**src/rtl/risc_issue_ctrl_if.sv**
```systemverilog
// Bundle of fetch, writeback, data-memory and debug signals around the
// issue/hazard controller. Master drives the stimulus side; slave is the
// controller itself.
interface risc_issue_ctrl_if;
  logic        if_valid;
  logic [12:0] if_instr;
  logic        wb_valid;
  logic [2:0]  wb_dst;
  logic        dm_ack;
  logic        issue;
  logic        stall;
  logic        dm_req;
  logic        dm_we;
  logic [3:0]  dm_addr;
  logic        dm_err;
  logic        mem_busy;
  logic [7:0]  pending;

  modport master (
    output if_valid, if_instr, wb_valid, wb_dst, dm_ack,
    input  issue, stall, dm_req, dm_we, dm_addr, dm_err, mem_busy, pending
  );

  modport slave (
    input  if_valid, if_instr, wb_valid, wb_dst, dm_ack,
    output issue, stall, dm_req, dm_we, dm_addr, dm_err, mem_busy, pending
  );
endinterface

```
**src/rtl/risc_issue_ctrl.sv**
```systemverilog
// Issue/hazard controller for the 13-bit RISC pipeline: 8-entry register
// scoreboard with RAW/WAW stalls, plus a two-state sequencer for the
// single-port data memory (req/ack handshake with timeout abort).
module risc_issue_ctrl #(
  parameter int TIMEOUT_CYC = 15,
  parameter int CNT_W       = 8
) (
  input logic              clk,
  input logic              rst_n,
  risc_issue_ctrl_if.slave bus
);

  typedef enum logic {IDLE, MEM} state_t;

  localparam logic [CNT_W-1:0] CNT_LAST = CNT_W'(TIMEOUT_CYC - 1);

  function automatic logic [7:0] onehot(input logic [2:0] r);
    logic [7:0] m;
    m    = 8'h00;
    m[r] = 1'b1;
    return m;
  endfunction

  state_t           state_q, state_d;
  logic [CNT_W-1:0] cnt_q, cnt_d;
  logic             err_q, err_d;
  logic             we_q;
  logic [3:0]       addr_q;
  logic             mem_ld_q;
  logic [2:0]       mem_dst_q;
  logic [7:0]       pending_q, pending_d;

  logic [3:0] opcode;
  logic       is_ld, is_st, has_dst;
  logic [7:0] src_mask, dst_mask;
  logic [3:0] mem_addr;
  logic [7:0] wb_mask, eff, to_clr;
  logic       hazard, issue_c;

  assign opcode = bus.if_instr[12:9];
  assign is_ld  = (opcode == 4'b1110);
  assign is_st  = (opcode == 4'b1111);

  // Field decode: source/destination masks and memory address per opcode class
  always_comb begin
    src_mask = 8'h00;
    dst_mask = 8'h00;
    has_dst  = 1'b0;
    mem_addr = 4'h0;
    if (is_ld) begin
      dst_mask = onehot(bus.if_instr[2:0]);
      has_dst  = 1'b1;
      mem_addr = bus.if_instr[7:4];
    end else if (is_st) begin
      src_mask = onehot(bus.if_instr[6:4]);
      mem_addr = bus.if_instr[3:0];
    end else begin
      src_mask = onehot(bus.if_instr[8:6]) | onehot(bus.if_instr[5:3]);
      dst_mask = onehot(bus.if_instr[2:0]);
      has_dst  = 1'b1;
    end
  end

  // A same-cycle writeback releases its register before the hazard check
  assign wb_mask = bus.wb_valid ? onehot(bus.wb_dst) : 8'h00;
  assign eff     = pending_q & ~wb_mask;
  assign hazard  = |(eff & (src_mask | dst_mask));

  // issue/stall are gated by rst_n so both read 0 throughout reset
  assign issue_c   = rst_n & bus.if_valid & ~hazard & (state_q == IDLE);
  assign bus.issue = issue_c;
  assign bus.stall = rst_n & bus.if_valid & ~issue_c;

  // Next-state logic for the memory sequencer, wait counter and timeout effects
  always_comb begin
    state_d = state_q;
    cnt_d   = cnt_q;
    err_d   = 1'b0;
    to_clr  = 8'h00;
    case (state_q)
      IDLE: begin
        if (issue_c && (is_ld || is_st)) begin
          state_d = MEM;
          cnt_d   = '0;
        end
      end
      MEM: begin
        if (bus.dm_ack) begin
          state_d = IDLE;
          cnt_d   = '0;
        end else if (cnt_q == CNT_LAST) begin
          // Aborted load never writes back, so release its destination here
          state_d = IDLE;
          cnt_d   = '0;
          err_d   = 1'b1;
          if (mem_ld_q) to_clr = onehot(mem_dst_q);
        end else begin
          cnt_d = cnt_q + 1'b1;
        end
      end
      default: begin
        state_d = IDLE;
        cnt_d   = '0;
      end
    endcase
  end

  // Scoreboard: clears first, then the issued destination is set (set wins)
  always_comb begin
    pending_d = pending_q & ~wb_mask & ~to_clr;
    if (issue_c && has_dst) pending_d = pending_d | dst_mask;
  end

  // Sequencer state, counter, error pulse and scoreboard registers
  always_ff @(posedge clk or negedge rst_n) begin
    if (!rst_n) begin
      state_q   <= IDLE;
      cnt_q     <= '0;
      err_q     <= 1'b0;
      pending_q <= 8'h00;
    end else begin
      state_q   <= state_d;
      cnt_q     <= cnt_d;
      err_q     <= err_d;
      pending_q <= pending_d;
    end
  end

  // Latch access attributes when a ld/st issues; they stay stable through MEM
  always_ff @(posedge clk or negedge rst_n) begin
    if (!rst_n) begin
      we_q      <= 1'b0;
      addr_q    <= 4'h0;
      mem_ld_q  <= 1'b0;
      mem_dst_q <= 3'd0;
    end else if (state_q == IDLE && issue_c && (is_ld || is_st)) begin
      we_q      <= is_st;
      addr_q    <= mem_addr;
      mem_ld_q  <= is_ld;
      mem_dst_q <= bus.if_instr[2:0];
    end
  end

  assign bus.dm_req   = (state_q == MEM);
  assign bus.dm_we    = we_q;
  assign bus.dm_addr  = addr_q;
  assign bus.dm_err   = err_q;
  assign bus.mem_busy = (state_q == MEM);
  assign bus.pending  = pending_q;

endmodule

```
**src/flat_wrapper.sv**
```systemverilog
// flat-port wrapper written by rule: the top's interface ports become plain ports
module risc_issue_ctrl_flat 
#(
  parameter int TIMEOUT_CYC = 15,
  parameter int CNT_W       = 8
)
  (clk, rst_n, bus_if_valid, bus_if_instr, bus_wb_valid, bus_wb_dst, bus_dm_ack, bus_issue, bus_stall, bus_dm_req, bus_dm_we, bus_dm_addr, bus_dm_err, bus_mem_busy, bus_pending);
  risc_issue_ctrl_if bus_i ();
  input logic clk;
  input logic rst_n;
  input wire logic [$bits(bus_i.if_valid)-1:0] bus_if_valid;
  input wire logic [$bits(bus_i.if_instr)-1:0] bus_if_instr;
  input wire logic [$bits(bus_i.wb_valid)-1:0] bus_wb_valid;
  input wire logic [$bits(bus_i.wb_dst)-1:0] bus_wb_dst;
  input wire logic [$bits(bus_i.dm_ack)-1:0] bus_dm_ack;
  output wire logic [$bits(bus_i.issue)-1:0] bus_issue;
  output wire logic [$bits(bus_i.stall)-1:0] bus_stall;
  output wire logic [$bits(bus_i.dm_req)-1:0] bus_dm_req;
  output wire logic [$bits(bus_i.dm_we)-1:0] bus_dm_we;
  output wire logic [$bits(bus_i.dm_addr)-1:0] bus_dm_addr;
  output wire logic [$bits(bus_i.dm_err)-1:0] bus_dm_err;
  output wire logic [$bits(bus_i.mem_busy)-1:0] bus_mem_busy;
  output wire logic [$bits(bus_i.pending)-1:0] bus_pending;
  assign bus_i.if_valid = bus_if_valid;
  assign bus_i.if_instr = bus_if_instr;
  assign bus_i.wb_valid = bus_wb_valid;
  assign bus_i.wb_dst = bus_wb_dst;
  assign bus_i.dm_ack = bus_dm_ack;
  assign bus_issue = bus_i.issue;
  assign bus_stall = bus_i.stall;
  assign bus_dm_req = bus_i.dm_req;
  assign bus_dm_we = bus_i.dm_we;
  assign bus_dm_addr = bus_i.dm_addr;
  assign bus_dm_err = bus_i.dm_err;
  assign bus_mem_busy = bus_i.mem_busy;
  assign bus_pending = bus_i.pending;
  risc_issue_ctrl #(.TIMEOUT_CYC(TIMEOUT_CYC), .CNT_W(CNT_W)) u_core (.clk(clk), .rst_n(rst_n), .bus(bus_i));
endmodule
```
**config.mk**
```make
export PLATFORM = sky130hd
export DESIGN_NAME = risc_issue_ctrl_flat
export DESIGN_NICKNAME = d
export VERILOG_FILES = /design/src/rtl/risc_issue_ctrl_if.sv /design/src/rtl/risc_issue_ctrl.sv /design/src/flat_wrapper.sv
export SDC_FILE = /design/constraint.sdc
export NUM_CORES = 1
export LEC_CHECK = 0
export ABC_AREA = 1
export CORE_AREA = 3 3 67 69
export DETAILED_ROUTE_END_ITERATION = 8
export DIE_AREA = 0 0 70 72
export MAX_ROUTING_LAYER = met4
export PLACE_DENSITY = 0.75
export SKIP_LAST_GASP = 1
export SYNTH_ARGS = -nofsm -noshare
export SYNTH_HDL_FRONTEND = slang
export SYNTH_SLANG_ARGS = --single-unit
export TNS_END_PERCENT = 1
```
**constraint.sdc**
```tcl
create_clock -name clk -period 2 [get_ports clk]
set_clock_uncertainty 0.2 [all_clocks]
set_input_delay 0.3 -clock clk [delete_from_list [all_inputs] [get_ports clk]]
set_output_delay 0.3 -clock clk [all_outputs]
set_load 0.03 [all_outputs]
```
==> flow_summary_export.csv <==
group,metric,value,unit
run_status,violations,"setup timing",
critical_path,r2r-start,"u_core.bus.dm_req$_DFF_PN0_",
drt,dr.first_iter.drc_count,135,
job,cap_violations,0,
cells_and_area,fin_nets,394,
critical_path,cpPeakStageDelay,0.36,ns
critical_path,cp.required,1.50,ns
timing,hold_violations,0,
pwr,power.internal,1.11,mW
timing,setup_viol,2,
timing,slew_headroom,75.9,%
critical_path,r2r_slack,0.07,ns
synth,synth_area,0.00194,mm2
clock_network,cts_buffer_depth,2,
pwr,combinationalPowerShare,43.5,%
global_route,grt_usage,24.3,%
synth,yosysSeqAreaShare,34.9,%
drt,postRouteWirelength,6050,um
synth,ys_ff_latch,27,
critical_path,startpoint,"u_core.bus.pending[7]$_DFF_PN0_",
cells_and_area,diodes,0,
floorplan,fp-row-count,23,
clock_network,cts_root_buffer,"clkbuf_8",
place,dpl.hpwl,4120,um
pwr,p_total,1.82,mW
clock_network,cts_tree,"yes",
place,pre_cts_slack,-0.560,ns
synth,synth_top_area_share,34.9,%
drt,dr_total_vias,2214,
cells_and_area,stdcell_area,0.00303,mm2
critical_path,cp-start-kind,"register",
floorplan,die_area,0.00504,mm2
place,dpl_cell_area,0.00263,mm2
cells_and_area,fin_util,76.3,%
global_route,antenna_found_initial,0,
pwr,p_leak,1.54,nW
pwr,clock_power_share,17.6,%
timing,whs,0.137,ns
critical_path,worstRegToRegCells,8,
clock_network,path_clk_slew,0.10,ns
critical_path,cpMaxStageDelayCell,"dfrtp_1",
critical_path,crit_arrival,1.55,ns
critical_path,r2r_end,"u_core.mem_dst_q[1]$_DFFE_PN0P_",
cells_and_area,fill_cells,309,
clock_network,numCtsBuffers,3,
critical_path,crit_path_cell_trace,"inv_1 -> a31oi_4 -> nand2_2 -> nand3_4 -> nor2_4 -> nand2_4 -> inv_6 -> nor3_4 -> buf_6",
critical_path,critPathKind,"reg2out",
cells_and_area,synthToLayoutAreaGrowth,56.4,%
global_route,grt_pass1_vias,2106,
pwr,max-vdd-ir-drop,0.000327,V
cells_and_area,layout_commonest_cell,"nand2_1",
clock_network,clock_latency,0.28,ns
timing,drv_slew,0,
critical_path,crit_end,"bus_stall",
floorplan,die-height,72,um
critical_path,cp-end-kind,"output port",
drt,firstDrtPassIters,5,
floorplan,start_util,48.8,%
place,portBuffers,38,
critical_path,path_max_fanout,4,
drt,wl_per_cell,14.4,um
cells_and_area,drive_gt1_share,42.7,%
global_route,grt-ovfl-total,0,
synth,synth_cell_types,32,
critical_path,worst-path-stages,9,
pwr,p_sw,705,uW
cells_and_area,multiInputGateArea,0.00136,mm2
clock_network,h-tree-depth,1,
cells_and_area,ff_latch_area,676,um2
global_route,grt_max_degree,28,
timing,max_freq,488,MHz
floorplan,die_w,70,um
pwr,pwr_density_cell,600,mW/mm2
floorplan,ios,39,
min_path,hold_start,"bus_if_instr[9]",
synth,syn_area_per_cell,6.87,um2
run_status,status,"finished, violations left",
pwr,p_seq_share,38.9,%
synth,yosysWarnings,0,
critical_path,crit_family,"simple AND/OR/NAND/NOR gates",
floorplan,core,0.00397,mm2
drt,drc_errors,0,
synth,netlist.top_cell.by_area,"dfrtp_1",
timing,fin_crit,2.05,ns
place,routabilityCongestion,0.887,
min_path,hp-class,"in2reg",
timing,tightest_slew,0.360,ns
timing,finalWorstSetupSlack,-0.0494,ns
drt,via_per_inst,5.27,
critical_path,path_buf_inv,3,
cells_and_area,final_cell_mix,"nand2_1 (63), buf_4 (49), nand3_1 (43), dfrtp_1 (27), inv_1 (18)",
timing,grt_setup_unrepaired,"yes",
synth,synthesis.nets,305,
clock_network,cts.sinks,27,
synth,synth_area_leaders,"dfrtp_1 (35%), nand2_1 (15%), nand3_1 (13%)",
timing,fin_crit_sh,102,%
global_route,grt_pass1_wl,9690,um
drt,antenna_left,0,
synth,netlist_instances,282,
pwr,p_sw_share,38.8,%
-- tightest hold or removal path: stages --
cell and delay [ns]:
buf_4 0.10, buf_4 0.11, o21ai_1 0.07
-- worst min path at each step --
stage,endpoint,cells after the start,slack (ns)
2_1_floorplan,u_core.bus.dm_addr[0]$_DFFE_PN0P_,0,-0.20
3_3_place_gp,u_core.bus.dm_addr[1]$_DFFE_PN0P_,2,0.27
3_5_place_dp,u_core.bus.dm_addr[0]$_DFFE_PN0P_,2,0.27
4_1_cts,u_core.mem_ld_q$_DFFE_PN0P_,3,0.13
5_1_grt,u_core.mem_ld_q$_DFFE_PN0P_,3,0.14
6_report,u_core.mem_ld_q$_DFFE_PN0P_,3,0.14
-- through the flow --
stage                     instances  setup TNS, ns
after floorplan                 282              0
after global placement          402         -13.39
after detailed placement        402         -13.10
after CTS                       416        -0.0561
after global routing            420         -0.351
final                           420        -0.0850
-- synth_stat cells --
library cell	n
o21bai_1	1
nor3_2	1
nand3b_1	2
buf_4	1
nand2_2	7
o21ai_1	3
nor2_4	3
or2_2	1
o22ai_1	4
a31oi_1	2
nand2_4	1
clkinv_1	1
nor2_1	23
xor2_1	1
nand3_2	3
a21oi_1	1
a21boi_0	6
nand2_1	78
o21ai_2	4
nand3_1	50
nor3_1	2
dfrtp_1	27
o21ai_0	15
or2_0	1
nand3_4	1
ha_1	2
buf_6	3
nor2_2	1
nor4_1	1
inv_1	29
inv_2	6
buf_2	1
-- metal layers --
metal	GRT usage [%]	share of wire, %
met5	-	0
met4	4.26	1.2
met3	2.22	3.7
met2	43.1	53
met1	30.7	43
-- area by class of cell --
class,count,share of cell area (%)
tap,50,2.07
multi-input combinational,214,44.9
clock buffer,3,1.36
clock inverter,1,0.248
timing repair buffer,89,24.1
inverter,36,5.04
sequential,27,22.3
-- registers in the layout (all words and copies together) (netlist names) --
| name | count |
|---|---|
| u_core.bus.dm_addr | 4 |
| u_core.mem_ld_q | 1 |
| u_core.cnt_q | 8 |
| u_core.bus.dm_req | 1 |
| u_core.bus.pending | 8 |
| u_core.bus.dm_err | 1 |
| u_core.bus.dm_we | 1 |
| u_core.mem_dst_q | 3 |
-- cell families (layout without fill, tap and decap cells) --
group | Yosys count | count (layout) | share of synthesized area, %
simple gates | 175 | 175 | 42.6
buf+inv | 41 | 129 | 9.37
compound gates | 36 | 36 | 11.4
flops | 27 | 27 | 34.9
fa+ha+maj | 2 | 2 | 1.29
xor+xnor | 1 | 1 | 0.452
-- power groups by stage --
stage	sequential (mW)	clock, mW	combinational, mW
floorplan	0.789	0	0.293
CTS	0.704	0.325	0.728
global route	0.722	0.350	0.854
detailed placement	0.715	0	0.676
global placement	0.711	0	0.666
finish	0.707	0.319	0.791
-- repair_timing --
action | 4_1_cts | 5_1_grt
setup endpoints to repair | 28 | 21
buffers inserted | 12 | 4
endpoints found under the hold margin | 16 | 0
resized for setup | 118 | 47
hold buffers | 1 | 0
pin swaps | 21 | 18
Power figures use the tool's default switching activity.
